===== src/rtl/adder_pkg.sv =====
// Shared constants and helpers for the adder result path.
package adder_pkg;

  localparam int unsigned WIDTH_DEF   = 16;
  localparam int unsigned DEPTH_DEF   = 4;
  localparam int unsigned CARRY_CNT_W = 16;

  // Pointer carries one extra bit so full and empty can be told apart.
  function automatic int unsigned ptr_width(input int unsigned depth);
    return $clog2(depth) + 1;
  endfunction

endpackage


===== src/rtl/adder_result_fifo_mem.sv =====
// Register-array storage: synchronous write, asynchronous (show-ahead) read.
module adder_result_fifo_mem #(
  parameter int unsigned DW = 17,
  parameter int unsigned AW = 2
) (
  input  logic          clk,
  input  logic          we,
  input  logic [AW-1:0] waddr,
  input  logic [DW-1:0] wdata,
  input  logic [AW-1:0] raddr,
  output logic [DW-1:0] rdata
);

  localparam int unsigned ENTRIES = 1 << AW;

  logic [DW-1:0] mem [ENTRIES];

  always_ff @(posedge clk) begin
    if (we) mem[waddr] <= wdata;
  end

  assign rdata = mem[raddr];

endmodule


===== src/rtl/adder_result_collector.sv =====
// Buffers adder {carry, sum} results in a small FIFO with valid/ready readout.
// Define ADDER_RESULT_STATS_EN to add the saturating carry-out counter port.
module adder_result_collector
  import adder_pkg::*;
#(
  parameter int unsigned WIDTH = WIDTH_DEF,
  parameter int unsigned DEPTH = DEPTH_DEF
) (
  input  logic                          i_clk,
  input  logic                          i_rst,
  input  logic                          i_valid,
  input  logic [WIDTH:0]                i_result,
  output logic                          o_ready,
  output logic                          o_valid,
  output logic [WIDTH:0]                o_data,
  input  logic                          i_ready,
  output logic [ptr_width(DEPTH)-1:0]   o_level
`ifdef ADDER_RESULT_STATS_EN
  ,
  output logic [CARRY_CNT_W-1:0]        o_carry_count
`endif
);

  localparam int unsigned PW = ptr_width(DEPTH);
  localparam int unsigned AW = PW - 1;
  localparam int unsigned DW = WIDTH + 1;

  logic [PW-1:0] wr_ptr;
  logic [PW-1:0] rd_ptr;
  logic [PW-1:0] level;
  logic          push;
  logic          pop;

  // Handshake flags depend only on the registered level.
  assign o_ready = (level != PW'(DEPTH));
  assign o_valid = (level != '0);
  assign o_level = level;
  assign push    = i_valid && o_ready;
  assign pop     = o_valid && i_ready;

  always_ff @(posedge i_clk) begin
    if (i_rst) begin
      wr_ptr <= '0;
      rd_ptr <= '0;
      level  <= '0;
    end else begin
      if (push) wr_ptr <= wr_ptr + PW'(1);
      if (pop)  rd_ptr <= rd_ptr + PW'(1);
      case ({push, pop})
        2'b10:   level <= level + PW'(1);
        2'b01:   level <= level - PW'(1);
        default: level <= level;
      endcase
    end
  end

  adder_result_fifo_mem #(
    .DW (DW),
    .AW (AW)
  ) u_mem (
    .clk   (i_clk),
    .we    (push),
    .waddr (wr_ptr[AW-1:0]),
    .wdata (i_result),
    .raddr (rd_ptr[AW-1:0]),
    .rdata (o_data)
  );

`ifdef ADDER_RESULT_STATS_EN
  logic [CARRY_CNT_W-1:0] carry_count;

  // Counts accepted words with carry-out set, holding at all-ones.
  always_ff @(posedge i_clk) begin
    if (i_rst) begin
      carry_count <= '0;
    end else if (push && i_result[WIDTH] && (carry_count != '1)) begin
      carry_count <= carry_count + CARRY_CNT_W'(1);
    end
  end

  assign o_carry_count = carry_count;
`endif

endmodule

===== config.mk =====
export PLATFORM = sky130hd
export DESIGN_NAME = adder_result_collector
export DESIGN_NICKNAME = d
export VERILOG_FILES = /design/src/rtl/adder_pkg.sv /design/src/rtl/adder_result_fifo_mem.sv /design/src/rtl/adder_result_collector.sv
export SDC_FILE = /design/constraint.sdc
export NUM_CORES = 1
export LEC_CHECK = 0
export ABC_AREA = 1
export CORE_ASPECT_RATIO = 1.4
export CORE_MARGIN = 10
export CORE_UTILIZATION = 48
export DETAILED_ROUTE_END_ITERATION = 8
export PLACE_DENSITY = 0.71
export SYNTH_ARGS = -nofsm -noshare
export SYNTH_HDL_FRONTEND = slang
export SYNTH_SLANG_ARGS = --single-unit

===== constraint.sdc =====
create_clock -name i_clk -period 1.6 [get_ports i_clk]
set_input_delay 0.4 -clock i_clk [delete_from_list [all_inputs] [get_ports i_clk]]
set_output_delay 0.4 -clock i_clk [all_outputs]
set_load 0.01 [all_outputs]

==> results of run 1 <==
[flip-flops by register name (all words and copies together), names as in the netlist, named ones only]
name       count
wr_ptr         2
u_mem.mem     68
rd_ptr         2
o_level        3
[critical path, delay by kind of cell (launching register included)]
| kind | cells | cell delay [ns] |
|---|---|---|
| AND/OR/NAND/NOR | 1 | 0.04 |
| flip-flops | 1 | 0.39 |
| buffers and inverters | 3 | 0.43 |
| AO/OA/AOI/OAI | 1 | 0.17 |
[routing by layer]
| layer | vias up | part of all wire |
|---|---|---|
| met5 | - | 0 |
| met4 | 0 | 0.021 |
| met3 | 10 | 0.063 |
| met2 | 48 | 0.55 |
| met1 | 1002 | 0.37 |
| li1 | 986 | - |
[logic make-up after synthesis]
| group | count (synthesis) | share of synthesized area |
|---|---|---|
| flip-flops | 77 | 0.723 |
| AND/OR/NAND/NOR | 63 | 0.0851 |
| AO/OA/AOI/OAI | 59 | 0.115 |
| buffers and inverters | 26 | 0.0501 |
| adder cells (fa/ha/maj) | 6 | 0.0269 |
[cells in the final DEF (no fill, tap or decap), types with 2 or more instances in the layout]
| cell | n |
|---|---|
| sky130_fd_sc_hd__nor2_1 | 36 |
| sky130_fd_sc_hd__a21oi_1 | 5 |
| sky130_fd_sc_hd__o21ai_0 | 7 |
| sky130_fd_sc_hd__edfxtp_1 | 68 |
| sky130_fd_sc_hd__clkdlybuf4s50_1 | 19 |
| sky130_fd_sc_hd__dfxtp_4 | 5 |
| sky130_fd_sc_hd__clkbuf_8 | 9 |
| sky130_fd_sc_hd__buf_4 | 17 |
| sky130_fd_sc_hd__nand2_2 | 2 |
| sky130_fd_sc_hd__clkinv_1 | 2 |
| sky130_fd_sc_hd__inv_1 | 10 |
| sky130_fd_sc_hd__nand3_4 | 2 |
| sky130_fd_sc_hd__inv_2 | 3 |
| sky130_fd_sc_hd__o22ai_1 | 16 |
| sky130_fd_sc_hd__o21ai_1 | 8 |
| sky130_fd_sc_hd__buf_6 | 7 |
| sky130_fd_sc_hd__clkdlybuf4s15_1 | 2 |
| sky130_fd_sc_hd__clkinv_2 | 3 |
| sky130_fd_sc_hd__o21ai_2 | 21 |
| sky130_fd_sc_hd__nand3_1 | 3 |
| sky130_fd_sc_hd__buf_12 | 5 |
| sky130_fd_sc_hd__dfxtp_1 | 4 |
| sky130_fd_sc_hd__dlygate4sd2_1 | 4 |
| sky130_fd_sc_hd__nand2_1 | 8 |
| sky130_fd_sc_hd__nor2_2 | 8 |
| sky130_fd_sc_hd__ha_1 | 4 |
| sky130_fd_sc_hd__buf_2 | 17 |
| sky130_fd_sc_hd__inv_4 | 2 |
[per-stage QoR]
stage	cells	area [um2]	hold WS, ns
after global placement	361	3810	0.448
after detailed placement	361	3810	0.464
after CTS	382	4010	0.474
final	384	4090	0.475
after floorplan	231	3140	0.448
after global routing	384	4090	0.493
[worst paths after layout]
| check | start | to | slack, ns | depth (start not counted) |
|---|---|---|---|---|
| min reg2reg | o_level[0] | o_level[0] | 0.48 | 1 |
| min | o_level[0] | o_level[0] | 0.48 | 1 |
| max | register | o_data[4] | -0.17 | 5 |
| max reg2reg | o_level[0] | o_level[2] | -0.01 | 11 |
[layout make-up]
type	count	area, um2	share of cell area
sequential	77	2240	0.548
multi-input combinational	128	815	0.199
timing repair buffer	74	704	0.172
clock buffer	10	128	0.0312
tap	72	90.1	0.0220
inverter	17	81.3	0.0199
clock inverter	6	30.0	0.00734
[power groups by stage]
stage               clock, mW  sequential (mW)  combinational, mW
floorplan                   0             2.58               1.07
global placement            0             2.59               2.00
detailed placement          0             2.60               2.04
CTS                      1.21             2.57               2.02
global route             1.28             2.61               2.34
finish                   1.18             2.58               2.13
[timing repair]
action	4_1_cts	5_1_grt
gates cloned	1	1
pin swaps	9	9
buffers inserted	4	2
resized for setup	106	20
setup endpoints to repair	23	21
==> impl_metrics.yaml, run 1 <==
run_status:
  status: "finished with violations"
  violations: "setup timing"
synthesis:
  synthDominantAreaCellType: "sky130_fd_sc_hd__edfxtp_1"
  mappedNetlistArea_um2: 3070
  number_of_warnings_issued_by_yosys: 0
  synthesis.nets: 258
  yosysTopAreaCellShare: 0.664
  synthesis.instances: 231
  edff_count_synth: 68
  synthesis.area_per_instance_um2: 13.3
  ys_types: 22
  synthTopCellsByCount: "sky130_fd_sc_hd__edfxtp_1, sky130_fd_sc_hd__nor2_1, sky130_fd_sc_hd__o22ai_1"
  register_area_share_after_synthesis: 0.723
  synthArstFlopShare: 0
  ff_latch_count_synth: 77
  yosys_most_used_dff: "sky130_fd_sc_hd__edfxtp_1"
  yosysMostFrequentCell: "sky130_fd_sc_hd__edfxtp_1"
  yosys-top-cells-area: "sky130_fd_sc_hd__edfxtp_1, sky130_fd_sc_hd__dfxtp_1, sky130_fd_sc_hd__nor2_1"
clock_tree:
  root_buffer: "sky130_fd_sc_hd__clkbuf_8"
  cts-root-to-sink-buffers: 2
  tritoncts_clock_tree: "done"
  clk-insertion-delay-late_ns: 0.34
  clk_pin_slew_worst_paths_ns: 0.07
  cts-htree-levels: 3
  numCtsBuffers: 9
  number_of_hold_repair_buffers_added_at_the_cts_stage: 0
  clock_sinks: 77
detailed_routing:
  drt_pre_antenna_iters: 4
  initialDrtViolationCount: 124
  drt_drc_violations_left: 0
  drt-vias-per-instance: 5.33
  wire_per_inst_um: 16.7
  total_routed_length_mm: 6.41
  routed-via-count: 2046
  antenna_left: 0
timing:
  finalCriticalPeriod_ns: 1.77
  period_share: 1.11
  tns_ns: -2.17
  setup_violations: 18
  tightestPinTransition_ns: 0.210
  worst_clock_skew_ns: 0.00922
  finalMaxSlewViolations: 0
  timing.max_slew.rel_slack: 0.859
  worst_slack_ns: -0.173
  grt_setup_unrepaired: "yes"
  hold_vio_cnt_final: 0
  max_freq_ghz: 0.564
power:
  cellInternalPower_mw: 4.00
  vdd_drop_max_mv: 1.05
  seq_power_share: 0.439
  net_sw_frac: 0.322
  powerDensity_nw_per_um2: 1440
  post-layout-total-power_mw: 5.89
  share_comb_of_total_power: 0.361
  power.clock.fraction: 0.200
  p_switching_mw: 1.90
  p_leak_nw: 1.53
final_layout:
  fin_nets: 334
  areaGrowthSynthToFinish_pct: 33.0
  num_antenna_cells: 0
  fillers: 463
  fraction_of_final_layout_cells_sized_beyond_drive_strength_1: 0.362
  layout.core_utilization: 0.658
global_routing:
  grt_pass1_vias: 2140
  met3_usage: 0.0470
  grt_start_max_net_pins: 18
  grt.met2_usage: 0.223
  grt_use_met1: 0.132
  grt_first_pass_wirelength_mm: 10.0
  grt-busiest-layer: "met2"
  grt_remaining_overflow: 0
  grt.total_usage: 0.130
  number_of_antenna_violations_at_the_first_check_in_global_routing: 0
worst_hold_path:
  worst_hold_path_type: "register to register"
critical_path:
  timing.critical_path.arrival_ns: 1.37
  critical_path_class: "register to output pin"
  timing.critical_path.from_type: "register"
  critPathSlowestCell: "sky130_fd_sc_hd__dfxtp_4"
  crit_path_max_fanout: 6
  cpPeakStageDelay_ns: 0.39
  worst_setup_path_end_kind: "output pin"
  required_ns: 1.20
  cp_cell_sequence: "inv_8, clkbuf_16, nor2_1, o22ai_1, buf_2"
place:
  preCtsSetupSlack_ns: -0.426
  port_buffers: 42
  dpl.hpwl_mm: 4.20
  gp_routability_congestion: 0.763
die:
  fp.dieArea_um2: 10100
  floorplan.core_area_um2: 6210
  die_x_um: 87.6
  die_span_in_y_um: 115
  placement_rows: 34
  initial_standard_cell_utilization_of_the_core: 0.495
  ios: 43
run:
  maxCapViolations: 0
No activity file was read; power rests on OpenSTA's default activity.
==> run 2: changes to the inputs <==
- CORE_UTILIZATION: 48 -> 51
- CTS_BUF_LIST: unset -> sky130_fd_sc_hd__clkbuf_2
- PLACE_DENSITY: 0.71 -> 0.75
==> impl_metrics.yaml, run 2 (same netlist as run 1, synthesis figures left out) <==
run_status:
  status: "finished with violations"
  violations: "setup timing"
clock_tree:
  number_of_hold_repair_buffers_added_at_the_cts_stage: 0
  tritoncts_clock_tree: "done"
  cts-root-to-sink-buffers: 2
  cts-htree-levels: 3
  root_buffer: "sky130_fd_sc_hd__clkbuf_2"
  clk_pin_slew_worst_paths_ns: 0.19
  numCtsBuffers: 9
  clk-insertion-delay-late_ns: 0.49
  clock_sinks: 77
global_routing:
  grt_remaining_overflow: 0
  grt.total_usage: 0.134
  number_of_antenna_violations_at_the_first_check_in_global_routing: 0
  grt_start_max_net_pins: 18
  grt_first_pass_wirelength_mm: 10.0
  grt_pass1_vias: 2046
final_layout:
  most_frequent_cells_in_the_layout: "sky130_fd_sc_hd__edfxtp_1, sky130_fd_sc_hd__nor2_1, sky130_fd_sc_hd__clkdlybuf4s50_1"
  largest_register: "u_mem.mem"
  final_cell_count_no_fill: 381
  fin_nets: 333
  largest_register_ffs: 68
  fraction_of_final_layout_cells_sized_beyond_drive_strength_1: 0.373
  fillers: 402
  num_antenna_cells: 0
  layout.core_utilization: 0.695
  regArea_um2: 2240
  areaGrowthSynthToFinish_pct: 32.5
  multiInputGateArea_um2: 815
  most_common_cell_after_layout_fill_and_taps_aside: "sky130_fd_sc_hd__edfxtp_1"
die:
  floorplan.core_area_um2: 5860
  fp.dieArea_um2: 9580
  placement_rows: 33
  die_span_in_y_um: 112
  ios: 43
  initial_standard_cell_utilization_of_the_core: 0.524
  die_x_um: 85.6
timing:
  worst_clock_skew_ns: 0.0432
  period_share: 1.25
  max_freq_ghz: 0.500
  grt_setup_unrepaired: "yes"
  timing.max_slew.rel_slack: 0.741
  tightestPinTransition_ns: 0.384
  hold_vio_cnt_final: 0
  finalCriticalPeriod_ns: 2.00
  finalMaxSlewViolations: 0
  setup_violations: 18
  worst_slack_ns: -0.402
critical_path:
  critical_path_class: "register to output pin"
  timing.critical_path.arrival_ns: 1.60
  cp_cell_sequence: "inv_8, o21ai_0, o22ai_2, buf_2"
  timing.critical_path.from_type: "register"
  cpPeakStageDelay_ns: 0.47
  timing.critical_path.buf_inv: 2
  path_delay_family: "flip-flops"
  critPathSlowestCell: "sky130_fd_sc_hd__dfxtp_4"
  crit_path_max_fanout: 11
  worst_setup_path_end_kind: "output pin"
  required_ns: 1.20
place:
  port_buffers: 42
  post-place-cells: 356
  gp_routability_congestion: 0.766
  preCtsSetupSlack_ns: -0.394
  dpl.hpwl_mm: 4.11
detailed_routing:
  initialDrtViolationCount: 115
  routed-via-count: 2060
  antenna_left: 0
  wire_per_inst_um: 17.0
  total_routed_length_mm: 6.48
  drt_pre_antenna_iters: 4
  drt_drc_violations_left: 0
  drt-vias-per-instance: 5.41
power:
  p_leak_nw: 1.51
  powerDensity_nw_per_um2: 1470
  post-layout-total-power_mw: 5.97
  vdd_drop_max_mv: 1.04
worst_hold_path:
  worst_hold_path_type: "register to register"
run:
  maxCapViolations: 0
==> run 2: cell count changes in the layout (fill, tap and decap cells not counted), moves of 3 or more <==
cell / delta
sky130_fd_sc_hd__clkbuf_2: +11
sky130_fd_sc_hd__o21ai_1: +5
sky130_fd_sc_hd__dlygate4sd2_1: -4
sky130_fd_sc_hd__nor2_2: +3
sky130_fd_sc_hd__nor2_1: -4
sky130_fd_sc_hd__clkinv_2: -3
sky130_fd_sc_hd__clkbuf_8: -9
sky130_fd_sc_hd__buf_12: +3
sky130_fd_sc_hd__o21ai_2: -5
==> run 2: final cells by class <==
cell class	count	area share
tap	70	0.0215
clock inverter	6	0.0218
timing repair buffer	73	0.174
inverter	17	0.0206
sequential	77	0.550
clock buffer	10	0.0123
multi-input combinational	128	0.200
==> run 2: final timing paths <==
| kind | startpoint | slack (ns) | cells after the start | endpoint |
|---|---|---|---|---|
| max reg2reg | o_level[0] | -0.06 | 12 | o_level[2] |
| max | register | -0.40 | 4 | o_data[14] |
| min | o_level[0] | 0.49 | 1 | o_level[0] |
| min reg2reg | o_level[0] | 0.49 | 1 | o_level[0] |
==> run 2: through the flow <==
stage / setup TNS [ns] / area [um2] / hold WS, ns
2_1_floorplan: 0 / 3140 / 0.448
3_3_place_gp: -16.16 / 3810 / 0.450
3_5_place_dp: -16.47 / 3810 / 0.455
4_1_cts: -6.40 / 3990 / 0.466
5_1_grt: -8.08 / 4070 / 0.460
6_report: -5.41 / 4070 / 0.494
==> run 2: what timing repair did <==
item	in CTS	in global routing
gates resized for setup	107	25
setup buffers	2	5
pin swaps	8	8
cloned	2	0
setup endpoints to repair	24	24
==> run 2: power by group <==
| group | total [mW] | switching (mW) | internal, mW | leakage, nW |
|---|---|---|---|---|
| clock | 1.15 | 0.624 | 0.524 | 0.0798 |
| sequential | 2.60 | 0.155 | 2.44 | 0.701 |
| combinational | 2.23 | 1.15 | 1.07 | 0.725 |
| total | 5.97 | 1.93 | 4.04 | 1.51 |
==> run 2: metal layers <==
layer	routed length (um)	global-route usage	vias to the layer above
met2	3510	0.239	60
met4	122	0.0562	0
met3	351	0.0430	10
met1	2500	0.137	995
met5	0	0	-
li1	-	-	995
